### config.mk
export PLATFORM = sky130hd
export DESIGN_NAME = instr_fetch_unit_flat
export DESIGN_NICKNAME = d
export VERILOG_FILES = /design/src/rtl/cpu_pkg.sv /design/src/rtl/instr_fetch_unit_if.sv /design/src/rtl/instr_fetch_unit.sv /design/src/flat_wrapper.sv
export SDC_FILE = /design/constraint.sdc
export NUM_CORES = 1
export LEC_CHECK = 0
export CORE_ASPECT_RATIO = 1.4
export CORE_MARGIN = 3
export CORE_UTILIZATION = 40
export DETAILED_ROUTE_END_ITERATION = 10
export DONT_BUFFER_PORTS = 1
export GPL_ROUTABILITY_DRIVEN = 0
export PLACE_DENSITY = 0.51
export SLEW_MARGIN = 20
export SYNTH_ARGS = -nofsm -noshare
export SYNTH_HDL_FRONTEND = slang
export SYNTH_SLANG_ARGS = --single-unit
### constraint.sdc
create_clock -name clk -period 4.51 [get_ports clk]
set_clock_uncertainty 0.2 [all_clocks]
set_input_delay 0.902 -clock clk [delete_from_list [all_inputs] [get_ports clk]]
set_output_delay 0.902 -clock clk [all_outputs]
set_load 0.005 [all_outputs]
### src/rtl/cpu_pkg.sv
// cpu_pkg: shared RV32 opcode constants, reset PC and fetch-state encoding
package cpu_pkg;
  localparam logic [6:0] OPC_LUI    = 7'b0110111;
  localparam logic [6:0] OPC_AUIPC  = 7'b0010111;
  localparam logic [6:0] OPC_JAL    = 7'b1101111;
  localparam logic [6:0] OPC_JALR   = 7'b1100111;
  localparam logic [6:0] OPC_BRANCH = 7'b1100011;
  localparam logic [6:0] OPC_LOAD   = 7'b0000011;
  localparam logic [6:0] OPC_STORE  = 7'b0100011;
  localparam logic [6:0] OPC_OPIMM  = 7'b0010011;
  localparam logic [6:0] OPC_OP     = 7'b0110011;
  localparam logic [6:0] OPC_BUBBLE = 7'h00;
  localparam logic [31:0] DEFAULT_RESET_PC = 32'h0000_0000;
  typedef enum logic [1:0] {ST_IDLE, ST_FETCH, ST_DRAIN} fetch_state_e;
endpackage

### src/rtl/instr_fetch_unit_if.sv
// instr_fetch_unit_if: valid/ready instruction-memory read channel
interface instr_fetch_unit_if #(parameter int XLEN = 32);
  logic            imem_req;
  logic [XLEN-1:0] imem_addr;
  logic            imem_ready;
  logic [XLEN-1:0] imem_rdata;
  modport master (output imem_req, imem_addr, input imem_ready, imem_rdata);
  modport slave  (input imem_req, imem_addr, output imem_ready, imem_rdata);
endinterface

### src/rtl/instr_fetch_unit.sv
// instr_fetch_unit: PC owner and fetch stage with redirect and in-flight squash
module instr_fetch_unit
  import cpu_pkg::*;
#(
  parameter int              XLEN     = 32,
  parameter logic [XLEN-1:0] RESET_PC = DEFAULT_RESET_PC
) (
  input  logic                clk,
  input  logic                rst_n,
  instr_fetch_unit_if.master  imem,
  input  logic                redirect,
  input  logic [XLEN-1:0]     redirect_pc,
  input  logic                stall,
  output logic                instr_valid,
  output logic [XLEN-1:0]     instr,
  output logic [XLEN-1:0]     pc_out,
  output logic [XLEN-1:0]     pc_plus4,
  output logic [6:0]          opcode,
  output logic                misalign_err
);
  fetch_state_e    state, state_nx;
  logic [XLEN-1:0] fetch_pc, drain_addr;
  logic            xfer, park;
  // A redirect cannot withdraw an unaccepted request, so it parks the old address in DRAIN
  assign imem.imem_req  = state == ST_FETCH ? (~instr_valid | ~stall) : state == ST_DRAIN;
  assign imem.imem_addr = state == ST_DRAIN ? drain_addr : fetch_pc;
  assign xfer     = imem.imem_req & imem.imem_ready;
  assign park     = state == ST_FETCH & redirect & imem.imem_req & ~imem.imem_ready;
  assign pc_plus4 = pc_out + XLEN'(4);
  assign opcode   = instr_valid ? instr[6:0] : OPC_BUBBLE;
  // state register
  always_ff @(posedge clk) begin
    if (!rst_n) state <= ST_IDLE;
    else state <= state_nx;
  end
  // next state: IDLE lasts one cycle; DRAIN holds until the stale transfer completes
  always_comb begin
    state_nx = state == ST_IDLE ? ST_FETCH :
               park ? ST_DRAIN :
               (state == ST_DRAIN & ~imem.imem_ready) ? ST_DRAIN : ST_FETCH;
  end
  // PC, drain address and output pipeline register; redirect beats stall and transfer
  always_ff @(posedge clk) begin
    if (!rst_n) begin
      fetch_pc     <= RESET_PC;
      drain_addr   <= '0;
      instr_valid  <= 1'b0;
      instr        <= '0;
      pc_out       <= '0;
      misalign_err <= 1'b0;
    end else begin
      misalign_err <= redirect & |redirect_pc[1:0];
      if (park) drain_addr <= imem.imem_addr;
      if (redirect) begin
        fetch_pc    <= {redirect_pc[XLEN-1:2], 2'b00};
        instr_valid <= 1'b0;
      end else if (state == ST_FETCH && xfer) begin
        instr       <= imem.imem_rdata;
        pc_out      <= fetch_pc;
        instr_valid <= 1'b1;
        fetch_pc    <= fetch_pc + XLEN'(4);
      end else if (state == ST_FETCH && !stall) begin
        instr_valid <= 1'b0;
      end
    end
  end
endmodule
### src/flat_wrapper.sv
// flat-port wrapper written by rule: the top's interface ports become plain ports
module instr_fetch_unit_flat import cpu_pkg::*;
#(
  parameter int              XLEN     = 32,
  parameter logic [XLEN-1:0] RESET_PC = DEFAULT_RESET_PC
)
  (clk, rst_n, redirect, redirect_pc, stall, instr_valid, instr, pc_out, pc_plus4, opcode, misalign_err, imem_imem_req, imem_imem_addr, imem_imem_ready, imem_imem_rdata);
  instr_fetch_unit_if #(.XLEN(XLEN)) imem_i ();
  input  logic clk;
  input  logic rst_n;
  input  logic redirect;
  input  logic [XLEN-1:0] redirect_pc;
  input  logic stall;
  output logic instr_valid;
  output logic [XLEN-1:0] instr;
  output logic [XLEN-1:0] pc_out;
  output logic [XLEN-1:0] pc_plus4;
  output logic [6:0] opcode;
  output logic misalign_err;
  output wire logic [$bits(imem_i.imem_req)-1:0] imem_imem_req;
  output wire logic [$bits(imem_i.imem_addr)-1:0] imem_imem_addr;
  input wire logic [$bits(imem_i.imem_ready)-1:0] imem_imem_ready;
  input wire logic [$bits(imem_i.imem_rdata)-1:0] imem_imem_rdata;
  assign imem_imem_req = imem_i.imem_req;
  assign imem_imem_addr = imem_i.imem_addr;
  assign imem_i.imem_ready = imem_imem_ready;
  assign imem_i.imem_rdata = imem_imem_rdata;
  instr_fetch_unit #(.XLEN(XLEN), .RESET_PC(RESET_PC)) u_core (.clk(clk), .rst_n(rst_n), .imem(imem_i), .redirect(redirect), .redirect_pc(redirect_pc), .stall(stall), .instr_valid(instr_valid), .instr(instr), .pc_out(pc_out), .pc_plus4(pc_plus4), .opcode(opcode), .misalign_err(misalign_err));
endmodule
==> results.yml, run 1 <==
routing:
  drtIter0Drc: 228
  postRouteAntennaNets: 0
  routedWlPerCell_um: 18.6
  routed_wl_um: 17400
  first_pass_iters: 4
  num_vias: 5272
  drcViolationCount: 0
  vias_per_cell: 5.64
global_routing:
  grt.overflow.total: 0
  grt_pass1_vias: 5237
  grt_start_max_net_pins: 133
  grt_pass1_wl_um: 27300
  antenna_found_initial: 2
  grt_util_all_layers_pct: 19.5
finish:
  fin_util_pct: 45.2
  layout_common_cells: "nand2_1, dfxtp_1, a21boi_0"
  final_common_cell: "nand2_1"
  layout.nets: 796
  syn_to_final_growth_pct: 9.64
  instances_no_fill: 935
  final.fill_count: 1548
  drive_gt1_share_pct: 9.77
power_and_ir_drop:
  power.density_mw_per_mm2: 389
  power_leakage_nw: 2.37
  irDropWorstVdd_uv: 194
die:
  start_util_pct: 41.2
  die-height_um: 157
  rows: 54
  die_w_um: 114
  ios: 207
  core_area_mm2: 0.0157
  dieArea_mm2: 0.0178
timing:
  period_minus_slack_ns: 3.60
  finalHoldViolations: 0
  maxSlewHeadroom_pct: 37.0
  drv_slew: 0
  setup_viol: 0
  fin_crit_sh_pct: 79.8
  fmaxAchievable_ghz: 0.278
  tns_ns: 0
  hold_slack_ns: 0.241
  worstMarginPinSlew_ns: 0.944
  rsz0062_at_grt: "false"
yosys:
  synth_edf_count: 0
  synthFlopType: "dfxtp_1"
  yosys_register_bits: 128
  syn_avg_cell_area_um2: 8.53
  async_flop_share_pct: 0
  synth.cell_area_mm2: 0.00649
  yosysWarnings: 0
  seq_area_frac_synth_pct: 39.5
  syn-instance-count: 761
  synthDistinctLibCells: 51
cts:
  clock-sinks: 128
  postCtsSetupBuffers: 0
  tritoncts: "yes"
  hold_buffers: 0
  worstSkewPairLatency_ns: 0.41
  htreeDepth: 4
  cts_buffer_depth: 2
  numCtsBuffers: 17
  cts.repair.resized: 0
  path_clk_slew_ns: 0.05
  cts_root_buf: "clkbuf_16"
placement:
  port_buffers: 0
  dp_cells: 902
  hpwl_um: 12300
worst_setup_path:
  cp-end-kind: "output pin"
  worst-path-buf-inv: 0
  path_cells: "ha_1 > nand3_1 > nor4_2 > nand4_1 > xnor2_1"
  worstSetupStartpointType: "flop"
  crit_family: "simple AND/OR/NAND/NOR gates"
  cp.arrival_ns: 2.50
  max_stage_delay_ns: 0.75
  criticalPathCategory: "flop to output pin"
  crit_fanout: 8
  crit_slowest_cell: "nor4_2"
  critPathRequiredTime_ns: 3.41
hold_path:
  hp-class: "flop to flop"
job:
  drv_cap: 0
run_status:
  outcome: "completed"
per-layer routing:
metal / vias up / track usage, % / part of all wire [%]
met3: 18 / 8.01 / 8.4
met4: 2 / 6.24 / 1.4
met5: - / 0 / 0.075
met2: 172 / 32.6 / 49
met1: 2491 / 22.5 / 41
li1: 2589 / - / -
worst min-delay path: cells and delay by family (launching register included):
family                 cells  cell delay, ns
and+or+nand+nor            1            0.05
DFF                        1            0.29
buffers and inverters      1            0.06
path summary, 6_finish.rpt:
check / from / to / slack, ns / depth (start not counted)
worst min-delay path: u_core.drain_addr[1] / u_core.drain_addr[1] / 0.24 / 2
worst max register to register: u_core.fetch_pc[2] / u_core.fetch_pc[12] / 1.98 / 5
worst min register to register: u_core.drain_addr[1] / u_core.drain_addr[1] / 0.24 / 2
worst max-delay path: u_core.pc_out[2] / pc_plus4[28] / 0.91 / 5
final cells by class:
cell class / count / area [um2] / area share [%]
timing repair buffer: 7 / 52.6 / 0.738
clock inverter: 4 / 72.6 / 1.02
antenna: 2 / 5.00 / 0.0703
tap: 196 / 245 / 3.45
sequential: 128 / 2560 / 36.0
clock buffer: 27 / 523 / 7.35
inverter: 7 / 26.3 / 0.369
multi-input combinational: 564 / 3630 / 51.0
cell families (layout without fill, tap and decap cells):
| kind of cell | after synthesis | after routing | synth area share, % |
|---|---|---|---|
| other | 1 | 6 | 0.0578 |
| buffers and inverters | 72 | 45 | 4.95 |
| AND/OR/NAND/NOR | 329 | 329 | 26.0 |
| multiplexers | 60 | 60 | 9.83 |
| flip-flops | 128 | 128 | 39.5 |
| adder cells (fa/ha/maj) | 2 | 2 | 0.385 |
| XOR/XNOR | 34 | 34 | 4.59 |
| AO/OA/AOI/OAI | 135 | 135 | 14.7 |
cells in the mapped netlist (2+ instances only):
library cell / n / share of area [%]
o31a_1: 2 / 0.27
or3_1: 4 / 0.39
a21oi_1: 4 / 0.31
clkbuf_1: 45 / 2.6
nand2_1: 146 / 8.4
inv_1: 7 / 0.40
nor4_2: 3 / 0.58
a21boi_0: 52 / 6.0
mux2_2: 30 / 5.2
a21boi_1: 10 / 1.2
nor2b_1: 35 / 3.4
mux2i_1: 30 / 4.6
o31ai_1: 7 / 0.81
or2_2: 2 / 0.19
nand3_1: 26 / 2.0
a31oi_1: 7 / 0.67
dfxtp_1: 128 / 39
ha_1: 2 / 0.39
nor3_1: 9 / 0.69
or4_1: 6 / 0.69
nor3b_1: 6 / 0.69
a211oi_1: 4 / 0.46
nor4_1: 10 / 0.96
nand2b_1: 5 / 0.48
buf_2: 10 / 0.77
nor4b_1: 2 / 0.27
a211o_1: 3 / 0.40
a311oi_1: 5 / 0.67
buf_4: 6 / 0.69
and2_1: 9 / 0.87
buf_6: 2 / 0.35
o21ai_0: 30 / 2.3
nand4_1: 22 / 2.1
and4_1: 12 / 1.6
nor2_1: 19 / 1.1
and3_1: 11 / 1.1
xnor2_1: 27 / 3.6
xor2_1: 7 / 0.94
o211a_1: 4 / 0.62
sequential cells by signal (all words and copies together) (netlist names):
signal and flops:
u_core.instr_valid 1, u_core.pc_out 30, u_core.instr 32, u_core.drain_addr 32, u_core.misalign_err 1, u_core.fetch_pc 30, u_core.state 2
power by group:
group / switching [mW] / internal, mW
Clock: 0.475 / 0.899
Combinational: 0.0895 / 0.0801
Sequential: 0.0540 / 1.17
stage by stage:
step	cell area (um2)	total power, mW	setup WS, ns
global placement	6520	1.41	1.37
floorplan	6500	1.39	1.83
detailed placement	6520	1.42	1.28
finish	7120	2.77	0.910
CTS	7110	2.81	0.827
global route	7120	2.88	0.718
No activity file was read; power rests on OpenSTA's default activity.
==> run 2: changes to the inputs <==
==> constraint.sdc (replaced) <==
create_clock -name clk -period 3.55 [get_ports clk]
set_clock_uncertainty 0.2 [all_clocks]
set_input_delay 0.71 -clock clk [delete_from_list [all_inputs] [get_ports clk]]
set_output_delay 0.71 -clock clk [all_outputs]
set_load 0.005 [all_outputs]
==> run 2 against run 1 <==
Clock-buffer cell count fell by 4. Sequential share of layout area grew 0.076 points. Total power rose by 25%. Wire length increased by 1.8%. Critical path depth did not move. Sequential power up 27%. Via count increased by 0.53%. Clock power is 23% higher. Non-clock buffer count increased by 2. Final area decreased by 0.21%. Die area unchanged. Register-to-register slack worse by 0.93 ns. Critical endpoint unchanged.
==> results.yml, run 2 (synthesis results as in run 1) <==
cts:
  worstSkewPairLatency_ns: 0.41
  cts.repair.resized: 0
  postCtsSetupBuffers: 0
  path_clk_slew_ns: 0.05
  tritoncts: "yes"
  numCtsBuffers: 17
  clock-sinks: 128
  cts_buffer_depth: 2
  htreeDepth: 4
  hold_buffers: 0
  cts_root_buf: "clkbuf_16"
power_and_ir_drop:
  power.density_mw_per_mm2: 488
  power_leakage_nw: 2.37
  irDropWorstVdd_uv: 239
finish:
  final_common_cell: "nand2_1"
  layout.nets: 798
  fin_util_pct: 45.1
  diodes: 0
  drive_gt1_share_pct: 10.0
  syn_to_final_growth_pct: 9.40
  largestRegisters: "u_core.drain_addr x32, u_core.instr x32"
  layout_common_cells: "nand2_1, dfxtp_1, a21boi_0"
hold_path:
  hp-class: "input pin to flop"
worst_setup_path:
  r2r_slack_ns: 1.05
  worstSetupStartpointType: "flop"
  criticalPathCategory: "flop to output pin"
  crit_fanout: 8
  cp.arrival_ns: 2.01
  cp-end-kind: "output pin"
  critPathRequiredTime_ns: 2.64
timing:
  worstMarginPinSlew_ns: 0.908
  drv_slew: 0
  maxSlewHeadroom_pct: 39.5
  finalHoldViolations: 0
  tns_ns: 0
  period_minus_slack_ns: 2.92
  rsz0062_at_grt: "false"
  fin_crit_sh_pct: 82.2
  setup_viol: 0
  fmaxAchievable_ghz: 0.343
global_routing:
  antenna_found_initial: 3
  grt_pass1_wl_um: 27600
  grt_start_max_net_pins: 133
  grt.overflow.total: 0
  grt_util_all_layers_pct: 19.6
  grt_pass1_vias: 5176
job:
  drv_cap: 0
die:
  start_util_pct: 41.2
  die-height_um: 157
  die_w_um: 114
  ios: 207
  dieArea_mm2: 0.0178
  rows: 54
  core_area_mm2: 0.0157
routing:
  num_vias: 5300
  routed_wl_um: 17700
  postRouteAntennaNets: 0
  vias_per_cell: 5.68
  routedWlPerCell_um: 19.0
  drcViolationCount: 0
  drtIter0Drc: 267
  first_pass_iters: 5
placement:
  hpwl_um: 12400
  port_buffers: 0
run_status:
  outcome: "completed"
run 2: worst max-delay path, cell delays in order, from the launching register on:
cell	delay, ns
dfxtp_1	0.45
nand4_1	0.25
nor4_2	0.32
buf_4	0.21
nand4_1	0.14
xnor2_1	0.22
run 2: path summary, 6_finish.rpt:
kind	from	end	cells after the start
max	u_core.pc_out[9]	pc_plus4[28]	5
min	imem_imem_rdata[27]	u_core.instr[27]	2
max reg2reg	u_core.state[0]	u_core.fetch_pc[12]	4
min reg2reg	u_core.drain_addr[1]	u_core.drain_addr[1]	2
run 2: stage by stage:
step	total power [mW]	cells	hold slack, ns	setup slack, ns	cell area [um2]
floorplan	1.77	764	0.221	1.07	6500
global placement	1.80	904	0.227	1.07	6530
detailed placement	1.81	904	0.233	1.03	6530
CTS	3.51	933	0.220	0.586	7100
global route	3.61	933	0.220	0.402	7100
finish	3.46	933	0.239	0.634	7100
run 2: final cells by class:
cell class                      instances  area, um2
Clock buffer                           23        488
Clock inverter                          6       82.6
Fill cell                            1553       8640
Inverter                                7       26.3
Multi-Input combinational cell        564       3630
Sequential cell                       128       2560
Tap cell                              196        245
Timing Repair Buffer                    9       67.6
run 2: where the power goes:
group | switching (mW) | total [mW] | leakage (nW) | internal (mW)
Combinational | 0.113 | 0.215 | 1.05 | 0.102
Sequential | 0.0711 | 1.56 | 1.04 | 1.49
Clock | 0.598 | 1.69 | 0.281 | 1.09
run 2: per-layer routing:
| metal | GRT usage, % | vias to the layer above | wire, um |
|---|---|---|---|
| li1 | - | 2587 | - |
| met1 | 23.6 | 2482 | 7190 |
| met2 | 32.6 | 205 | 8770 |
| met3 | 7.31 | 20 | 1520 |
| met4 | 5.44 | 6 | 192 |
| met5 | 0 | - | 30 |
==> run 3: changes to the inputs <==
--- a/config.mk
+++ b/config.mk
@@ -11,7 +11,7 @@
 export DETAILED_ROUTE_END_ITERATION = 10
 export DONT_BUFFER_PORTS = 1
 export GPL_ROUTABILITY_DRIVEN = 0
-export PLACE_DENSITY = 0.51
+export PLACE_DENSITY = 0.53
 export SLEW_MARGIN = 20
 export SYNTH_ARGS = -nofsm -noshare
 export SYNTH_HDL_FRONTEND = slang
==> constraint.sdc (replaced) <==
create_clock -name clk -period 2.45 [get_ports clk]
set_clock_uncertainty 0.2 [all_clocks]
set_input_delay 0.49 -clock clk [delete_from_list [all_inputs] [get_ports clk]]
set_output_delay 0.49 -clock clk [all_outputs]
set_load 0.005 [all_outputs]
==> run 3 against run 2 <==
The run now ends with negative setup slack left. Core utilization up 3.3 points. Sequential share of layout area down 2.2 points. Register-to-register slack worse by 0.65 ns. Hold slack worse by 0.22 ns. First-iteration DRC count down 1.5%. Cell count up 4.7%. Combinational power up 76%. Highest routed layer unchanged.
==> results.yml, run 3 (synthesis results as in run 1) <==
run_status:
  outcome: "finished with violations"
  violations: "negative setup slack"
placement:
  dp_cells: 931
  placed_cell_area_mm2: 0.00675
  hpwl_um: 12900
  port_buffers: 0
die:
  start_util_pct: 41.2
  dieArea_mm2: 0.0178
  die-height_um: 157
  rows: 54
  die_w_um: 114
  core_area_mm2: 0.0157
  ios: 207
timing:
  finalHoldViolations: 0
  fin_crit_sh_pct: 102
  fmaxAchievable_ghz: 0.399
  setup_slack_ns: -0.0553
  drv_slew: 0
  period_minus_slack_ns: 2.51
  tns_ns: -0.214
  setup_viol: 8
  worstMarginPinSlew_ns: 0.549
  rsz0062_at_grt: "true"
  maxSlewHeadroom_pct: 63.4
routing:
  postRouteAntennaNets: 0
  routedWlPerCell_um: 18.7
  drtIter0Drc: 263
  num_vias: 5527
  first_pass_iters: 4
  routed_wl_um: 18300
  vias_per_cell: 5.66
  drcViolationCount: 0
cts:
  tritoncts: "yes"
  htreeDepth: 4
  numCtsBuffers: 17
  path_clk_slew_ns: 0.06
  clock-sinks: 128
  worstSkewPairLatency_ns: 0.41
  cts_root_buf: "clkbuf_16"
  cts_buffer_depth: 2
power_and_ir_drop:
  total_power_mw: 5.22
  irDropWorstVdd_uv: 370
  power_leakage_nw: 2.68
  power.density_mw_per_mm2: 685
finish:
  largestRegisters: "u_core.drain_addr x32, u_core.instr x32"
  drive_gt1_share_pct: 18.5
  layout.nets: 837
  final.fill_count: 1582
  fin_util_pct: 48.4
  regArea_mm2: 0.00258
  syn_to_final_growth_pct: 17.3
  instances_no_fill: 977
  layout_common_cells: "nand2_1, dfxtp_1, a21boi_0"
  multi_input_area_mm2: 0.00376
  fin_area_mm2: 0.00762
  final_common_cell: "nand2_1"
worst_setup_path:
  cp-end-kind: "output pin"
  max_stage_delay_ns: 0.33
  path_cells: "nand4_1 > nor4_2 > buf_4 > nand4_1 > xnor2_1"
  cp.arrival_ns: 1.82
  crit_path_frequent_cell: "nand4_1"
  crit_slowest_cell: "nor4_2"
  criticalPathCategory: "flop to output pin"
  worstSetupStartpointType: "flop"
  crit_fanout: 8
  critPathRequiredTime_ns: 1.76
global_routing:
  grt_start_max_net_pins: 133
  grt.overflow.total: 0
  grt_pass1_vias: 5473
  grt_util_all_layers_pct: 20.4
  antenna_found_initial: 4
  grt_pass1_wl_um: 28700
job:
  drv_cap: 0
hold_path:
  hp-class: "input pin to flop"
-- run 3: cell count changes in the layout (fill, tap and decap cells not counted), sizes merged --
cell / change
dlygate4sd3: +5
clkinvlp: +2
bufinv: +1
buf: +34
diode: +2
-- run 3: worst max-delay path, delay by kind of cell (launching register included) --
kind | cells | cell delay (ns)
XOR/XNOR | 1 | 0.22
flip-flops | 1 | 0.32
buffers and inverters | 1 | 0.22
AND/OR/NAND/NOR | 3 | 0.64
-- run 3: area by class of cell --
type / instances / area share (%)
clock buffers: 23 / 6.27
well taps: 196 / 3.22
flip-flops and latches: 128 / 33.9
inverters: 7 / 0.345
diodes: 2 / 0.0657
multi-input cells: 564 / 49.3
repair buffers: 48 / 5.16
clock inverters: 9 / 1.72
-- run 3: repair_timing --
action / in CTS / in global routing
hold endpoints to repair: 5 / 0
gates resized for setup: 27 / 12
buffers inserted: 6 / 1
hold buffers: 5 / 0
endpoints found under the setup margin: 22 / 23
pin swaps: 6 / 9
-- run 3: path summary, 6_finish.rpt --
path / cells past startpoint / endpoint / startpoint / slack [ns]
max: 5 / pc_plus4[22] / u_core.pc_out[12] / -0.06
min: 2 / u_core.instr[22] / imem_imem_rdata[22] / 0.02
max reg2reg: 4 / u_core.fetch_pc[15] / u_core.fetch_pc[11] / 0.40
min reg2reg: 2 / u_core.drain_addr[0] / u_core.drain_addr[0] / 0.24
-- run 3: power by group --
group	switching [mW]	internal, mW	leakage (nW)	total (mW)
registers	0.0771	2.16	1.05	2.23
clock network	0.923	1.68	0.289	2.60
logic	0.200	0.180	1.34	0.379
total	1.20	4.02	2.68	5.22
-- run 3: through the flow --
step | hold WS, ns | setup slack [ns]
after floorplan | 0.221 | 0.187
after global placement | 0.230 | 0.266
after detailed placement | 0.236 | 0.244
after CTS | 0.000499 | -0.0710
after global routing | 0.00130 | -0.203
final | 0.0182 | -0.0553
-- run 3: metal layers --
| layer | wire [um] | part of all wire [%] | global-route usage (%) | up-vias |
|---|---|---|---|---|
| met5 | 27 | 0.15 | 0 | - |
| met4 | 203 | 1.1 | 6.76 | 4 |
| met3 | 1490 | 8.1 | 7.50 | 16 |
| met2 | 9170 | 50 | 34.6 | 207 |
| met1 | 7370 | 40 | 23.7 | 2628 |
| li1 | - | - | - | 2672 |
